**src/rtl/uart_tx.sv**
```systemverilog
// uart_tx: 16x-oversampled UART transmitter with a one-entry holding buffer.
// Frame: start bit (0), DATA_BITS data bits LSB first, stop bit(s), no parity.
//
// Ports:
//   clk            rising-edge clock
//   rst_n          asynchronous active-low reset
//   i_sample_tick  one-clock pulse at 16x the baud rate
//   i_start        send request, taken only while o_ready=1
//   i_data         byte to send, sampled in the accept cycle
//   o_ready        holding buffer empty
//   o_tx           serial line, idle high, driven from a flop
//   o_tx_busy      FSM is outside S_IDLE
//   o_tx_done_tick one-clock pulse on the last tick of the stop bit
module uart_tx #(
    parameter int DATA_BITS = 8,
    parameter int STOP_TICK = 16
) (
    input  logic                 clk,
    input  logic                 rst_n,
    input  logic                 i_sample_tick,
    input  logic                 i_start,
    input  logic [DATA_BITS-1:0] i_data,
    output logic                 o_ready,
    output logic                 o_tx,
    output logic                 o_tx_busy,
    output logic                 o_tx_done_tick
);

    // Tick counter must reach both the 16-tick bit period and the stop length.
    localparam int TICK_MAX = (STOP_TICK - 1 > 15) ? STOP_TICK - 1 : 15;
    localparam int TW = $clog2(TICK_MAX + 1);
    localparam int BW = (DATA_BITS > 1) ? $clog2(DATA_BITS) : 1;

    localparam logic [TW-1:0] TICK_BIT_END  = TW'(15);
    localparam logic [TW-1:0] TICK_STOP_END = TW'(STOP_TICK - 1);
    localparam logic [BW-1:0] BIT_LAST      = BW'(DATA_BITS - 1);

    typedef enum logic [1:0] {
        S_IDLE  = 2'd0,
        S_START = 2'd1,
        S_DATA  = 2'd2,
        S_STOP  = 2'd3
    } state_t;

    state_t                 state_q, state_d;
    logic [TW-1:0]          tick_q, tick_d;
    logic [BW-1:0]          bit_q, bit_d;
    logic [DATA_BITS-1:0]   shreg_q, shreg_d;
    logic [DATA_BITS-1:0]   buf_q, buf_d;
    logic                   buf_full_q, buf_full_d;
    logic                   tx_q, tx_d;
    logic                   busy_q, busy_d;
    logic                   accept;
    logic                   done_tick;

    assign accept = i_start & ~buf_full_q;

    always_comb begin
        state_d    = state_q;
        tick_d     = tick_q;
        bit_d      = bit_q;
        shreg_d    = shreg_q;
        buf_d      = buf_q;
        buf_full_d = buf_full_q;
        done_tick  = 1'b0;

        case (state_q)
            S_IDLE: begin
                // A fresh accept bypasses the buffer; a waiting byte
                // is drained only when no accept is possible (buffer full).
                if (accept) begin
                    shreg_d = i_data;
                    state_d = S_START;
                    tick_d  = '0;
                    bit_d   = '0;
                end else if (buf_full_q) begin
                    shreg_d    = buf_q;
                    buf_d      = '0;
                    buf_full_d = 1'b0;
                    state_d    = S_START;
                    tick_d     = '0;
                    bit_d      = '0;
                end
            end

            S_START: begin
                if (i_sample_tick) begin
                    if (tick_q == TICK_BIT_END) begin
                        state_d = S_DATA;
                        tick_d  = '0;
                        bit_d   = '0;
                    end else begin
                        tick_d = tick_q + 1'b1;
                    end
                end
            end

            S_DATA: begin
                if (i_sample_tick) begin
                    if (tick_q == TICK_BIT_END) begin
                        tick_d  = '0;
                        shreg_d = shreg_q >> 1;
                        if (bit_q == BIT_LAST) begin
                            state_d = S_STOP;
                            bit_d   = '0;
                        end else begin
                            bit_d = bit_q + 1'b1;
                        end
                    end else begin
                        tick_d = tick_q + 1'b1;
                    end
                end
            end

            S_STOP: begin
                if (i_sample_tick) begin
                    if (tick_q == TICK_STOP_END) begin
                        done_tick = 1'b1;
                        state_d   = S_IDLE;
                        tick_d    = '0;
                    end else begin
                        tick_d = tick_q + 1'b1;
                    end
                end
            end

            default: begin
                state_d = S_IDLE;
                tick_d  = '0;
                bit_d   = '0;
            end
        endcase

        // Outside S_IDLE an accepted byte always lands in the buffer,
        // including the done-tick clock (state is still S_STOP then).
        if (accept && (state_q != S_IDLE)) begin
            buf_d      = i_data;
            buf_full_d = 1'b1;
        end
    end

    // Line level follows the next state, so o_tx changes on the same
    // edge as the state and comes straight out of a flop.
    always_comb begin
        case (state_d)
            S_START: tx_d = 1'b0;
            S_DATA:  tx_d = shreg_d[0];
            default: tx_d = 1'b1;
        endcase
        busy_d = (state_d != S_IDLE);
    end

    always_ff @(posedge clk or negedge rst_n) begin
        if (!rst_n) begin
            state_q    <= S_IDLE;
            tick_q     <= '0;
            bit_q      <= '0;
            shreg_q    <= '0;
            buf_q      <= '0;
            buf_full_q <= 1'b0;
            tx_q       <= 1'b1;
            busy_q     <= 1'b0;
        end else begin
            state_q    <= state_d;
            tick_q     <= tick_d;
            bit_q      <= bit_d;
            shreg_q    <= shreg_d;
            buf_q      <= buf_d;
            buf_full_q <= buf_full_d;
            tx_q       <= tx_d;
            busy_q     <= busy_d;
        end
    end

    assign o_tx           = tx_q;
    assign o_ready        = ~buf_full_q;
    assign o_tx_busy      = busy_q;
    // Pulses in the clock whose edge ends the stop bit.
    assign o_tx_done_tick = done_tick;

endmodule
```
**config.mk**
```make
export PLATFORM = sky130hd
export DESIGN_NAME = uart_tx
export DESIGN_NICKNAME = d
export VERILOG_FILES = /design/src/rtl/uart_tx.sv
export SDC_FILE = /design/constraint.sdc
export NUM_CORES = 1
export LEC_CHECK = 0
export ABC_AREA = 0
export BUFFER_PORTS_ARGS = -buffer_cell sky130_fd_sc_hd__buf_2
export CORE_MARGIN = 3
export CORE_UTILIZATION = 51
export DETAILED_ROUTE_END_ITERATION = 12
export GPL_ROUTABILITY_DRIVEN = 0
export PLACE_DENSITY = 0.74
export SYNTH_ARGS = -nofsm -noshare
export SYNTH_HDL_FRONTEND = slang
export SYNTH_SLANG_ARGS = --single-unit
export TNS_END_PERCENT = 50
```
**constraint.sdc**
```tcl
create_clock -name clk -period 1.85 [get_ports clk]
set_clock_uncertainty 0.1 [all_clocks]
set_input_delay 0.37 -clock clk [delete_from_list [all_inputs] [get_ports clk]]
set_output_delay 0.37 -clock clk [all_outputs]
set_load 0.01 [all_outputs]
```
Yosys cells after proc, flatten, opt, wreduce, memory -nomap -nowiden
Index checks and enable logic that the tools add are counted.
- add/sub/neg operators: 2
- multiply operators: 0
- div/mod/pow operators: 0
- $lt $le $gt $ge: 0
- equality and inequality tests: 14
- shifts and indexed selects: 0
- mux-type cells: 39
- bitwise operators: 2
- reductions and logical operators: 14
- operators with widths (operator ; number):
    8-bit two-way mux ; 8
    3-bit two-way mux ; 7
    2-bit two-way mux ; 9
    4-bit two-way mux ; 4
    8-bit case mux with 2 select lines ; 1
    2-bit nonzero test ; 5
    3-bit case mux with 3 select lines ; 1
    2-bit inequality test (second input constant) ; 4
    2-bit case mux with 4 select lines ; 1
    4-bit case mux with 2 select lines ; 1
    2-bit equality test (second input constant) ; 3
    1-bit two-way mux ; 6
    6-bit AND reduction ; 1
    4-bit by 1-bit adder with 4-bit output (second input constant) ; 1
    2-bit by 1-bit equality test with 1-bit output (second input constant) ; 2
    4-bit equality test (second input constant) ; 1
    2-bit by 1-bit inequality test with 1-bit output (second input constant) ; 2
    2-bit AND reduction ; 2
    4-bit AND reduction ; 1
    3-bit by 1-bit adder with 3-bit output (second input constant) ; 1
    3-bit equality test (second input constant) ; 1
    3-bit inequality test (second input constant) ; 1
    3-bit AND reduction ; 1
    3-bit nonzero test ; 1
    other kinds (6) ; 6
- register bits after elaboration: 28
- latch bits: 0
- RAM bits: 0
- ROM bits: 0
- input port bits: 12
- output and inout port bits: 4
- logic and storage cells: 80
- memories: 0

Logic depth before layout (Yosys ltp)
Gate-level depths: netlist (run 1).
- depth in word-level cells: 7
- mapped depth: 8
- gate-level depth less buffers: 5

Worst setup path before layout (run 1)
No wires, ideal clock.
- path type: register to register
- from: register state_q[0]
- to: register buf_q[0]
- library setup time: 0.067 ns
- data arrival time: 1.751 ns
- slack: -0.069 ns
- stages on the path, launching flop included: 9
- path buffers: 3
- path through: dfrtp_1 -> buf_2 -> nor2_1 -> inv_1 -> buf_2 -> ha_1 -> nor2b_1 -> clkbuf_1 -> a22o_1
- longest elaborated chain between the ends: 4
- elaborated cells between the ends (all ways): 8
- classes of those cells: eq/ne (1); mux (1); reduce/logical (6)
- RTL lines (item ; RTL line ; text):
    start, declared ; 45 ; state_t state_q, state_d;
    start signal, assigned ; 164 ; state_q <= state_d;
    2-bit nonzero test ; 136 ; if (accept && (state_q != S_IDLE)) begin
    1-bit logical AND ; 136 ;
    2-bit by 1-bit inequality test with 1-bit output (no source line) / 2-bit nonzero test (equally long branches) ; - ;
    3-bit AND reduction (no source line) ; - ;
    end signal, assigned ; 168 ; buf_q <= buf_d;
    end, declared ; 49 ; logic [DATA_BITS-1:0] buf_q, buf_d;
Several ways; a longest one is shown, not always the timed one.
A chain may end at the register's enable or synchronous reset.

Worst setup path after layout (run 1)
- from: register tick_q[0]
- to: output port o_tx_done_tick
- longest elaborated chain between the ends: 4
- RTL lines (item ; RTL line ; text):
    start, declared ; 46 ; logic [TW-1:0] tick_q, tick_d;
    start signal, assigned ; 165 ; tick_q <= tick_d;
    4-bit equality test ; 117 ; if (tick_q == TICK_STOP_END) begin
    1-bit two-way mux ; 117 ;
    1-bit two-way mux ; 116 ; if (i_sample_tick) begin
    1-bit two-way mux ; 67 ; case (state_q)
    end, declared ; 26 ; output logic o_tx_done_tick
Every way passes these cells.

==> results_dict.tcl, run 1 <==
set metrics [dict create \
    critPathCaptureType "primary output" \
    fmax_mhz 528 \
    clkTransAtPathRegs_ns 0.14 \
    fill_cells 178 \
    vias 1067 \
    ir_drop_mv 1.15 \
    maxCapViolCount 0 \
    swShare_pct 34.3 \
    h-tree-depth 1 \
    worst_ep_required_time_ns 1.38 \
    finalNetCount 166 \
    hold_path_depth 2 \
    antenna_found_initial 0 \
    period_minus_slack_ns 1.89 \
    hold_class "in2reg" \
    tightestPinTransition_ns 0.588 \
    clkPwrFrac_pct 17.5 \
    seq_area_frac_synth_pct 52.2 \
    async_flop_share_pct 100 \
    ant_nets 0 \
    synthTopCellsByCount "dfrtp_1, nor2_1, a22o_1" \
    synth_top_area_share_pct 50.2 \
    power_density_nw_per_um2 1370 \
    die_w_um 57.4 \
    first_global_vias 1009 \
    timing.slew.headroom_pct 60.8 \
    maxSlewViolCount 0 \
    cts-root-buf "clkbuf_4" \
    drc_errors 0 \
    internal_power_mw 1.48 \
    cts_buffers 3 \
    drt_first_pass_iters 4 \
    die_area_um2 3290 \
    worst_path_max_delay_cell "dfrtp_1" \
    cp_max_fo 2 \
    p_leak_nw 0.759 \
    synth_most_common_cell "dfrtp_1" \
    finalWorstSetupSlack_ns -0.0427 \
    seq_power_share_pct 44.5 \
    outcome "complete, but fails checks" \
    finalSetupViolations 1 \
    slowest_delay_ns 0.43 \
    synthTopCellsByArea "dfrtp_1, a22o_1, a221o_1, a22oi_1, ha_1" \
    yosysTopAreaCell "dfrtp_1" \
    wl_per_cell_um 15.4 \
    insertion_delay_ns 0.33 \
    cts.path.max_buffers 2 \
    hold_violations 0 \
    fin_util_pct 69.4 \
    grt_usage_pct 17.8 \
    worstSetupStartpointType "flop" \
    rsz0062_at_grt "yes" \
    place_hpwl_um 1930 \
    rr_worst_depth 5 \
    ios 16 \
    switchingPower_mw 0.771 \
    crit_arrival_ns 1.42 \
    syn_area_per_cell_um2 11.1 \
    num_rows 17 \
    grt_max_degree 29 \
    io_buffers 15 \
    insertedDiodeCount 0 \
    synth_ff_type "dfrtp_1" \
    viasPerCell 6.03 \
    synth_enable_flop_cells 0 \
    die_height_um 57.4 \
    drtIter0Drc 30 \
    core_um2 2360 \
    layout-drive-gt1-share_pct 29.5 \
    wirelength_um 2720 \
    synth.net_count 137 \
    grt_pass1_wl_um 4530 \
    holdWs_ns 0.174 \
    ys_ff_latch 28 \
    violations "negative setup slack" \
    syn_area_um2 1350 \
    netlist_instances 121 \
    p_total_mw 2.25 \
    areaGrowthSynthToFinish_pct 21.8 \
    cts_tree "built" \
    combPwrFrac_pct 37.9 \
    yosys_warnings 0 \
    path_cells "ha_4 -> and4_4 -> nand2_4 -> nor2_4 -> buf_6" \
    grt_overflow 0 \
    path_class "reg2out" \
    period_share_pct 102 \
    start_util_pct 57.0 \
    clock-sinks 28 \
    synth.distinct_cells 32 \
    dpl_worst_slack_ns 0.0494 \
]
==> state kept, by name, indices dropped and copies added, names as in the netlist <==
register / cells
state_q: 2
o_tx_busy: 1
o_tx: 1
buf_q: 8
shreg_q: 8
bit_q: 3
buf_full_q: 1
tick_q: 4
==> critical path: cells and delay by family, from the launching register on <==
kind / cells / cell delay, ns
DFF: 1 / 0.43
and+or+nand+nor: 3 / 0.40
buffers and inverters: 1 / 0.11
adders and majority gates: 1 / 0.15
==> timing repair <==
action	CTS	global route
setup endpoints to repair	1	1
pin swaps	3	2
resized for setup	6	2
hold buffers	1	0
buffers inserted	4	1
cloned	0	0
endpoints found under the hold margin	27	0
==> layout by cell type, fill, tap and decap left out, types with 4 or more instances in the layout <==
cell,Yosys,final
o21ai_0,7,7
a21oi_1,4,4
a22oi_1,8,8
a22o_1,11,11
a221o_1,6,6
nor2_1,13,11
buf_2,3,14
buf_4,0,14
dfrtp_1,27,27
nand2_1,8,7
==> per-layer routing <==
metal,track usage (%),part of all wire [%],up-vias
li1,-,-,517
met1,23.8,46,520
met2,28.4,48,25
met3,4.75,4.6,5
met4,4.97,1.2,0
met5,0,0,-
==> power by group through the flow <==
stage                     registers (mW)  logic [mW]  clock network, mW
final                               1.00       0.853              0.394
after global routing                1.02       0.950              0.433
after CTS                          0.999       0.854              0.405
after detailed placement            1.00       0.804                  0
after global placement             0.989       0.773                  0
after floorplan                    0.971       0.576                  0
==> cell families (layout without fill, tap and decap cells) <==
family,count (synthesis),count (layout),synth area share [%]
buffers and inverters,9,37,2.79
AOI/OAI and AO/OA,49,49,28.7
DFF,28,28,52.2
adders and majority gates,4,4,3.72
xor gates and xnor gates,1,1,0.651
and+or+nand+nor,30,30,12.0
==> final cells by class <==
class / count / area [um^2] / area share (%)
Sequential cell: 28 / 702 / 42.9
Clock buffer: 3 / 22.5 / 1.38
Timing Repair Buffer: 30 / 196 / 12.0
Inverter: 3 / 11.3 / 0.688
Tap cell: 28 / 35.0 / 2.14
Clock inverter: 1 / 30.0 / 1.83
Multi-Input combinational cell: 84 / 641 / 39.1
==> final timing paths <==
kind | slack [ns] | endpoint | from
worst min-delay path | 0.17 | buf_q[6] | i_data[6]
worst max register to register | 0.09 | shreg_q[2] | tick_q[0]
worst max-delay path | -0.04 | o_tx_done_tick | tick_q[0]
min in group asynchronous | 0.45 | o_tx_busy | rst_n
worst min register to register | 0.40 | shreg_q[7] | shreg_q[7]
max in group asynchronous | 0.81 | shreg_q[7] | rst_n
==> metrics by stage <==
stage	TNS, ns	cells	area [um^2]
finish	-0.0427	177	1640
CTS	-0.0602	176	1620
floorplan	0	121	1350
global route	-0.121	177	1640
global placement	0	167	1500
detailed placement	0	167	1500
(Power assumes the default switching activity.)
==> run 2: changes to the inputs <==
--- a/config.mk
+++ b/config.mk
@@ -11,7 +11,7 @@
 export CORE_UTILIZATION = 51
 export DETAILED_ROUTE_END_ITERATION = 12
 export GPL_ROUTABILITY_DRIVEN = 0
-export PLACE_DENSITY = 0.74
+export PLACE_DENSITY = 0.85
 export SYNTH_ARGS = -nofsm -noshare
 export SYNTH_HDL_FRONTEND = slang
 export SYNTH_SLANG_ARGS = --single-unit
==> run 2 against run 1 <==
Effect of this change: the run still ends with negative setup slack left; largest cell class unchanged; die area stayed put; via count rose by 1.0%; worst setup slack improved by 0.019 ns; sequential share of layout area up 0.63 points.
==> results_dict.tcl, run 2 (synthesis gave the netlist of run 1 again) <==
set metrics [dict create \
    outcome "complete, but fails checks" \
    violations "negative setup slack" \
    first_global_vias 1033 \
    tightestPinTransition_ns 0.606 \
    wl_per_cell_um 15.4 \
    timing.setup.tns_ns -0.0242 \
    final_common_cell "dfrtp_1" \
    h-tree-depth 1 \
    rsz0062_at_grt "yes" \
    fmax_mhz 534 \
    grt_max_degree 29 \
    finalWorstSetupSlack_ns -0.0242 \
    maxSlewViolCount 0 \
    layout_common_cells "dfrtp_1, buf_2, buf_4" \
    path_cells "ha_4 -> and4_4 -> nand2_4 -> nor2_4 -> buf_6" \
    grt_usage_pct 17.8 \
    insertedDiodeCount 0 \
    vias 1078 \
    antenna_found_initial 0 \
    areaGrowthSynthToFinish_pct 20.0 \
    core_um2 2360 \
    postPlaceCellArea_um2 1500 \
    cts_buffers 3 \
    reg_top3 "buf_q (8), shreg_q (8), tick_q (4)" \
    cp_max_fo 2 \
    worst_path_max_delay_cell "dfrtp_1" \
    insertion_delay_ns 0.33 \
    finalSetupViolations 1 \
    timing.slew.headroom_pct 59.6 \
    clock-sinks 28 \
    p_leak_nw 0.748 \
    maxCapViolCount 0 \
    die_area_um2 3290 \
    slowest_delay_ns 0.42 \
    num_rows 17 \
    wirelength_um 2700 \
    place_hpwl_um 1880 \
    grt_overflow 0 \
    hold_violations 0 \
    cts_tree "built" \
    ant_nets 0 \
    fin_area_um2 1610 \
    ios 16 \
    ir_drop_mv 1.07 \
    die_w_um 57.4 \
    drc_errors 0 \
    start_util_pct 57.0 \
    p_total_mw 2.16 \
    path_class "reg2out" \
    hold_class "in2reg" \
    cts.path.max_buffers 2 \
    layout-drive-gt1-share_pct 29.1 \
    drt_first_pass_iters 4 \
    clkTransAtPathRegs_ns 0.14 \
    worst_ep_required_time_ns 1.38 \
    cts-root-buf "clkbuf_4" \
    period_share_pct 101 \
    fin_util_pct 68.4 \
    crit_arrival_ns 1.40 \
    grt_pass1_wl_um 4630 \
    finalNetCount 165 \
    drtIter0Drc 31 \
    power_density_nw_per_um2 1340 \
    period_minus_slack_ns 1.87 \
    io_buffers 15 \
    die_height_um 57.4 \
    worstSetupStartpointType "flop" \
    viasPerCell 6.13 \
    critPathCaptureType "primary output" \
]
run 2: per-layer routing:
| metal | up-vias | routed length, um | GRT usage (%) | share of wire [%] |
|---|---|---|---|---|
| met4 | 0 | 26 | 3.97 | 0.96 |
| met2 | 30 | 1280 | 29.4 | 47 |
| met5 | - | 0 | 0 | 0 |
| li1 | 516 | - | - | - |
| met1 | 528 | 1270 | 23.0 | 47 |
| met3 | 4 | 136 | 5.43 | 5.0 |
run 2: layout make-up:
class / instances / area, um^2
well taps: 28 / 35.0
flip-flops and latches: 28 / 702
multi-input cells: 84 / 641
repair buffers: 29 / 189
fillers: 179 / 747
clock buffers: 4 / 36.3
inverters: 3 / 11.3
run 2: worst max-delay path: cells and delay by family, from the launching register on:
family                   cells  cell delay [ns]
flip-flops                   1             0.42
adder cells (fa/ha/maj)      1             0.15
buffers and inverters        1             0.11
AND/OR/NAND/NOR              3             0.39
run 2: worst paths after layout:
path                            startpoint             end  slack [ns]  cells past startpoint
min in group asynchronous            rst_n       tick_q[1]        0.46                      2
max in group asynchronous            rst_n      shreg_q[4]        0.80                      2
worst min register to register  shreg_q[7]      shreg_q[7]        0.39                      2
worst max-delay path             tick_q[0]  o_tx_done_tick       -0.02                      5
worst max register to register   tick_q[0]      shreg_q[3]        0.08                      5
worst min-delay path             i_data[3]        buf_q[3]        0.16                      2
run 2: what timing repair did:
item,CTS,global route
setup buffers,4,2
hold endpoints to repair,27,0
pin swaps,3,4
setup endpoints to repair,1,8
gates resized for setup,6,2
hold buffers,1,0
run 2: power breakdown:
group	total [mW]	switching (mW)	leakage, nW	internal [mW]
combinational	0.857	0.431	0.374	0.426
sequential	1.01	0.176	0.352	0.832
clock	0.294	0.173	0.0210	0.121
run 2: through the flow:
| step | setup WS [ns] | instances | hold slack (ns) |
|---|---|---|---|
| after global placement | 0.0882 | 166 | 0.307 |
| after global routing | -0.131 | 176 | 0.147 |
| after floorplan | 0.0220 | 121 | -0.0256 |
| after detailed placement | 0.0446 | 166 | 0.314 |
| after CTS | -0.0712 | 175 | 0.155 |
| final | -0.0242 | 176 | 0.163 |
